**src/rtl/udm_bus_bridge.sv**
```systemverilog
// udm_bus_bridge: replays a udm debug-master request onto a req/ack system
// bus, with a watchdog that aborts unresponsive targets.
//
// Ports:
//   clk_i, rst_i                 clock, async active-high reset
//   s_enb_i/s_we_i/s_addr_bi/    udm request side (enb held until ack)
//   s_wdata_bi, s_ack_o,
//   s_rdata_bo
//   m_req_o/m_we_o/m_addr_bo/    system-bus side (req held until ack/abort)
//   m_wdata_bo, m_ack_i,
//   m_rdata_bi
//   timeout_o, timeout_cnt_bo    sticky abort flag, saturating abort count
module udm_bus_bridge #(
    parameter int unsigned TIMEOUT_CYCLES = 1024,
    parameter logic [31:0] TIMEOUT_RDATA  = 32'hDEADBEEF
) (
    input  logic        clk_i,
    input  logic        rst_i,
    input  logic        s_enb_i,
    input  logic        s_we_i,
    input  logic [31:0] s_addr_bi,
    input  logic [31:0] s_wdata_bi,
    output logic        s_ack_o,
    output logic [31:0] s_rdata_bo,
    output logic        m_req_o,
    output logic        m_we_o,
    output logic [31:0] m_addr_bo,
    output logic [31:0] m_wdata_bo,
    input  logic        m_ack_i,
    input  logic [31:0] m_rdata_bi,
    output logic        timeout_o,
    output logic [15:0] timeout_cnt_bo
);

    localparam int unsigned WD_W =
        (TIMEOUT_CYCLES > 0) ? $clog2(TIMEOUT_CYCLES + 1) : 1;
    localparam logic [WD_W-1:0] WD_LAST =
        WD_W'((TIMEOUT_CYCLES == 0) ? 0 : TIMEOUT_CYCLES - 1);
    localparam logic [WD_W-1:0] WD_MAX = '1;

    typedef enum logic [1:0] {
        S_IDLE,
        S_REQ,
        S_ACK,
        S_RELEASE
    } state_t;

    state_t          state_q, state_d;
    logic [WD_W-1:0] wd_q, wd_d;
    logic            req_q, req_d;
    logic            ack_q, ack_d;
    logic            we_q, we_d;
    logic [31:0]     addr_q, addr_d;
    logic [31:0]     wdata_q, wdata_d;
    logic [31:0]     rdata_q, rdata_d;
    logic            tmo_q, tmo_d;
    logic [15:0]     tcnt_q, tcnt_d;

    always_comb begin
        state_d = state_q;
        wd_d    = wd_q;
        req_d   = req_q;
        ack_d   = 1'b0;
        we_d    = we_q;
        addr_d  = addr_q;
        wdata_d = wdata_q;
        rdata_d = rdata_q;
        tmo_d   = tmo_q;
        tcnt_d  = tcnt_q;
        unique case (state_q)
            S_IDLE: begin
                if (s_enb_i) begin
                    we_d    = s_we_i;
                    addr_d  = s_addr_bi;
                    wdata_d = s_wdata_bi;
                    wd_d    = '0;
                    req_d   = 1'b1;
                    state_d = S_REQ;
                end
            end
            S_REQ: begin
                // Saturation only matters with the watchdog disabled.
                if (wd_q != WD_MAX) begin
                    wd_d = wd_q + 1'b1;
                end
                // Ack takes priority over an abort in the same cycle.
                if (m_ack_i) begin
                    rdata_d = we_q ? 32'h0 : m_rdata_bi;
                    req_d   = 1'b0;
                    ack_d   = 1'b1;
                    state_d = S_ACK;
                end else if (TIMEOUT_CYCLES != 0 && wd_q == WD_LAST) begin
                    rdata_d = TIMEOUT_RDATA;
                    tmo_d   = 1'b1;
                    if (tcnt_q != 16'hFFFF) begin
                        tcnt_d = tcnt_q + 16'd1;
                    end
                    req_d   = 1'b0;
                    ack_d   = 1'b1;
                    state_d = S_ACK;
                end
            end
            S_ACK: begin
                state_d = S_RELEASE;
            end
            S_RELEASE: begin
                // Wait for udm to drop enb so one request yields one access.
                if (!s_enb_i) begin
                    state_d = S_IDLE;
                end
            end
            default: begin
                state_d = S_IDLE;
                req_d   = 1'b0;
            end
        endcase
    end

    always_ff @(posedge clk_i or posedge rst_i) begin
        if (rst_i) begin
            state_q <= S_IDLE;
            wd_q    <= '0;
            req_q   <= 1'b0;
            ack_q   <= 1'b0;
            we_q    <= 1'b0;
            addr_q  <= 32'h0;
            wdata_q <= 32'h0;
            rdata_q <= 32'h0;
            tmo_q   <= 1'b0;
            tcnt_q  <= 16'h0;
        end else begin
            state_q <= state_d;
            wd_q    <= wd_d;
            req_q   <= req_d;
            ack_q   <= ack_d;
            we_q    <= we_d;
            addr_q  <= addr_d;
            wdata_q <= wdata_d;
            rdata_q <= rdata_d;
            tmo_q   <= tmo_d;
            tcnt_q  <= tcnt_d;
        end
    end

    assign s_ack_o        = ack_q;
    assign s_rdata_bo     = rdata_q;
    assign m_req_o        = req_q;
    assign m_we_o         = we_q;
    assign m_addr_bo      = addr_q;
    assign m_wdata_bo     = wdata_q;
    assign timeout_o      = tmo_q;
    assign timeout_cnt_bo = tcnt_q;

endmodule
```
**config.mk**
```make
export PLATFORM = sky130hd
export DESIGN_NAME = udm_bus_bridge
export DESIGN_NICKNAME = d
export VERILOG_FILES = /design/src/rtl/udm_bus_bridge.sv
export SDC_FILE = /design/constraint.sdc
export NUM_CORES = 1
export LEC_CHECK = 0
export CAP_MARGIN = 20
export CELL_PAD_IN_SITES_DETAIL_PLACEMENT = 1
export CELL_PAD_IN_SITES_GLOBAL_PLACEMENT = 1
export CORE_ASPECT_RATIO = 1.1
export CORE_MARGIN = 3
export CORE_UTILIZATION = 30
export CTS_CLUSTER_DIAMETER = 120
export DETAILED_ROUTE_END_ITERATION = 7
export PLACE_DENSITY = 0.75
export SETUP_SLACK_MARGIN = 0.05
export SLEW_MARGIN = 15
export SYNTH_ARGS = -nofsm -noshare
export SYNTH_HDL_FRONTEND = slang
export SYNTH_SLANG_ARGS = --single-unit
```
**constraint.sdc**
```tcl
create_clock -name clk_i -period 6.6 [get_ports clk_i]
set_input_delay 1.65 -clock clk_i [delete_from_list [all_inputs] [get_ports clk_i]]
set_output_delay 1.65 -clock clk_i [all_outputs]
set_load 0.02 [all_outputs]
```
# Yosys cells after proc, flatten, opt, wreduce, memory -nomap -nowiden
# Index checks and enable logic that the tools add are counted.
dict set report totals {
  ff_bits 129
  in_bits 101
  word_cells 51
}
dict set report classes {
  add_sub_neg 2
  n_eq_ne 10
  muxes 18
  bitwise_logic 1
  reduce_logical 10
}
# operator count
set op_table {}
lappend op_table {{$mux 32} 3}
lappend op_table {{$mux 11} 2}
lappend op_table {{$pmux 11 s2} 1}
lappend op_table {{$add 16x1->16 const B} 1}
lappend op_table {{$ne 16x16->1 const B} 1}
lappend op_table {{$reduce_and 3->1} 4}
lappend op_table {{$add 11x1->11 const B} 1}
lappend op_table {{$eq 11x10->1 const B} 1}
lappend op_table {{$ne 11x11->1 const B} 1}
lappend op_table {{$mux 2} 4}
lappend op_table {{$pmux 2 s4} 1}
lappend op_table {{$mux 1} 6}
lappend op_table {{$ne 2x2->1 const B} 3}
lappend op_table {{$eq 2x2->1 const B} 2}
lappend op_table {{$reduce_and 2->1} 2}
lappend op_table {{$reduce_and 4->1} 1}
lappend op_table {{$reduce_bool 2->1} 2}
lappend op_table {{$ne 3x3->1 const B} 1}
lappend op_table {{$eq 2x1->1 const B} 1}
lappend op_table {{$logic_not 2->1} 1}
lappend op_table {{$pmux 1 s2} 1}
lappend op_table {{$not 1->1} 1}

# Depth between registers and ports, before layout
dict set report logic_depth {
  ltp_word 4
  mapped_depth 8
}

# Least setup slack after synthesis
# No wires, ideal clock.
dict set report synth_timing {
  kind {input-to-reg}
  startpoint {in m_ack_i}
  endpoint {reg tcnt_q[3] (netlist: timeout_cnt_bo[3])}
  setup_time_ns 0.129
  arrival_time_ns 2.694
  required_ns 6.471
  path_slack_ns 3.777
  stages 4
  path_cell_list {nor3b_1 nand4_4 buf_6 o41a_1}
}
dict set report synth_between {
  elab_chain_cells 2
}
# item line_no
set synth_lines {}
lappend synth_lines {{from (decl)} 29} ;# input logic m_ack_i,
lappend synth_lines {{$not 1->1 (no source line)} n/a}
lappend synth_lines {{$reduce_and 4->1 (no source line)} n/a}
lappend synth_lines {{to (signal assigned)} 141} ;# tcnt_q <= tcnt_d;
lappend synth_lines {{to (decl)} 57} ;# logic [15:0] tcnt_q, tcnt_d;
# Every way passes these cells.
# A chain may end at the register's enable or synchronous reset.

# Worst setup path in the final report
dict set report layout_timing {
  startpoint {in s_enb_i}
  endpoint {reg wdata_q[16] (netlist: m_wdata_bo[16])}
}
dict set report layout_between {
  elab_chain_cells 1
}
# item line_no
set layout_lines {}
lappend layout_lines {{from (decl)} 19} ;# input logic s_enb_i,
lappend layout_lines {{$reduce_and 2->1 (no source line)} n/a}
lappend layout_lines {{to (signal assigned)} 138} ;# wdata_q <= wdata_d;
lappend layout_lines {{to (decl)} 54} ;# logic [31:0] wdata_q, wdata_d;
# Every way passes these cells.

==> reports/qor.yml <==
clocking:
  cts_buffers: 17
  clk_pin_slew_worst_paths_ps: 50
  cts_sinks: 129
  cts_resized: 0
  tritoncts: "done"
  h-tree-depth: 4
  cts_setup_buffers: 0
  clockBufferDepth: 2
  root_buffer: "clkbuf_16"
  clock_latency_ps: 410
  cts_hold_buf: 0
worst_setup_path:
  cp_slowest_stage_delay_ps: 620
  cp.arrival_ps: 3630
  end_kind: "flip-flop"
  path_cells: "clkdlybuf4s50_1 > nand2_2 > buf_4 > mux2_2"
  worstPathMaxFanout: 51
  crit_path_end: "m_wdata_bo[16]"
  crit_slowest_cell: "buf_4"
  crit_type: "input pin to flip-flop"
  r2r_cells: 5
  cp.required_ps: 6890
  reg2reg_from: "state_q[1]"
  ff2ff_setup_slack_ps: 4090
  crit_start: "s_enb_i"
  r2r_end: "s_rdata_bo[17]"
  startpoint_type: "input pin"
power:
  pwr-share-seq: 0.330
  p_switching_mw: 1.396
  peakVddDrop_mv: 0.2500
  p_leak_nw: 3.550
  power_frac_clock: 0.216
  p_comb_frac: 0.454
  swShare: 0.3515
  p_per_area_mw_per_mm2: 469.6
  p_int_mw: 2.577
logic_synthesis:
  yosysWarningCount: 0
  synth_ff_type: "dfrtp_1"
  ys_seq_area_frac: 0.5834
  synth_seq_cells: 129
  ys_types: 54
  synth_nets: 528
  synth.avg_cell_area_um2: 13.17
  synth_area_mm2: 0.005533
  async_flop_share: 1.000
  synth_largest_area_cell: "dfrtp_1"
  synth-edff-count: 0
  synthCells: 420
  synth_area_leaders: "dfrtp_1, mux2_2, a2bb2oi_1"
  yosysTopAreaCellShare: 0.5834
final_layout:
  drive_gt1_frac: 0.1748
  nets: 750
  antenna_cells: 0
  finalNonFillerCells: 890
  fillers: 1871
  area_growth_pct: 52.94
  final_cell_mix: "clkdlybuf4s50_1, dfrtp_1, mux2_2"
  final_common_cell: "clkdlybuf4s50_1"
global_route:
  grt_use_total: 0.1682
  grt_pass1_wl_mm: 26.75
  grt_max_degree: 53
  antenna_found_initial: 0
  grt_pass1_vias: 5025
  gr-total-overflow: 0
routing:
  wl_per_cell_um: 18.74
  route.detailed.drc: 0
  drt_iter0_markers: 121
  drt_wl_total_mm: 16.68
  viasPerCell: 4.852
  dr.pass1.iters: 4
  vias: 4318
  ant_nets: 0
sta:
  clock_skew_ps: 4.204
  drv_slew: 0
  finalSetupViolCount: 0
  fmax_mhz: 299.5
  relSlewSlack: 0.3003
  fin_crit_sh: 0.5059
  hold_viol_final: 0
  rsz0062_at_grt: "false"
  layout_min_cycle_time_ps: 3339
  hold_ws_ps: 479.9
  tightest_slew_ps: 1041
  fin_tns_setup_ps: 0
floorplan:
  core-area_mm2: 0.01793
  ios: 217
  num_rows: 51
  die_area_mm2: 0.02011
  die_h_um: 148.4
  fp.dieW_um: 135.5
  start_util: 0.3086
place:
  gp_congestion: 0.7556
  placed_cells: 861
  hpwlAfterDp_mm: 11.97
  io_buffers: 216
run:
  max_cap_viol_count: 0
min_path:
  hold_class: "flip-flop to flip-flop"
  hold-path-cell-count: 1
status:
  status: "completed"
[layout make-up]
class                      instances  area (µm²)  area share
multi-input combinational        258        2145      0.2534
clock inverter                     7       62.56    0.007393
clock buffer                      22       464.2     0.05486
timing repair buffer             222        2207      0.2608
sequential                       129        3228      0.3815
tap                              238       297.8     0.03519
inverter                          14       57.56    0.006802
[logic make-up after synthesis]
| family | Yosys count | synth area share |
|---|---|---|
| AND/OR/NAND/NOR | 108 | 0.1190 |
| XOR/XNOR | 12 | 0.01900 |
| multiplexers | 75 | 0.1515 |
| flip-flops | 129 | 0.5834 |
| AO/OA/AOI/OAI | 56 | 0.08186 |
| buffers and inverters | 33 | 0.02940 |
| adder cells (fa/ha/maj) | 7 | 0.01583 |
[routing by layer]
layer	routed length [µm]	vias to the layer above	track usage	share of wire
li1	-	1953	-	-
met1	6143	2206	0.1769	0.37
met2	9175	137	0.3078	0.55
met3	1079	22	0.06055	0.065
met4	282	0	0.05948	0.017
met5	0	-	0	0
[cell usage after synthesis, drive strengths merged, types with 3 or more instances]
cell       n
nor4       5
a21oi      5
or3        3
xnor2      3
nand2b    29
buf       15
nand4      7
a22o       8
inv       14
dfrtp    129
or4        3
ha         7
mux2      70
o21ai      4
nand3     13
nor2      12
clkbuf     4
mux2i      5
a2bb2oi   24
nor3       9
nand2     15
o31ai      3
xor2       9
[metrics by stage]
step / cell area (µm²) / setup WS, ps / util / power [mW]
2_1_floorplan: 5533 / 1509 / - / 2.248
3_3_place_gp: 7935 / 2876 / 0.4425 / 3.067
3_5_place_dp: 7935 / 2795 / 0.4425 / 3.145
4_1_cts: 8462 / 3232 / 0.4719 / 4.038
5_1_grt: 8462 / 3123 / 0.4719 / 4.196
6_report: 8462 / 3261 / 0.4719 / 3.973
[power by group through the flow]
| stage | logic [mW] | clock network, mW | registers [mW] |
|---|---|---|---|
| global route | 1.92 | 0.920 | 1.36 |
| global placement | 1.77 | 0 | 1.30 |
| floorplan | 0.576 | 0 | 1.67 |
| finish | 1.80 | 0.859 | 1.31 |
| detailed placement | 1.83 | 0 | 1.32 |
| CTS | 1.84 | 0.885 | 1.32 |
[worst max-delay path, delay by kind of cell]
family                 cells  cell delay [ps]
buffers and inverters      2             1110
multiplexers               1              410
AND/OR/NAND/NOR            1              420
[worst min path at each step]
| stage | from | end | slack, ps |
|---|---|---|---|
| 2_1_floorplan | wd_q[1] | wd_q[1] | 520 |
| 3_3_place_gp | timeout_o | timeout_o | 470 |
| 3_5_place_dp | timeout_o | timeout_o | 460 |
| 4_1_cts | timeout_o | timeout_o | 480 |
| 5_1_grt | m_wdata_bo[3] | m_wdata_bo[3] | 520 |
| 6_report | timeout_o | timeout_o | 480 |
[flip-flops by register name, summed over array words and instances, names as in the netlist]
signal,cells
m_addr_bo,32
m_req_o,1
m_wdata_bo,32
m_we_o,1
s_ack_o,1
s_rdata_bo,32
state_q,2
timeout_cnt_bo,16
timeout_o,1
wd_q,11
Power figures use the tool's default switching activity.
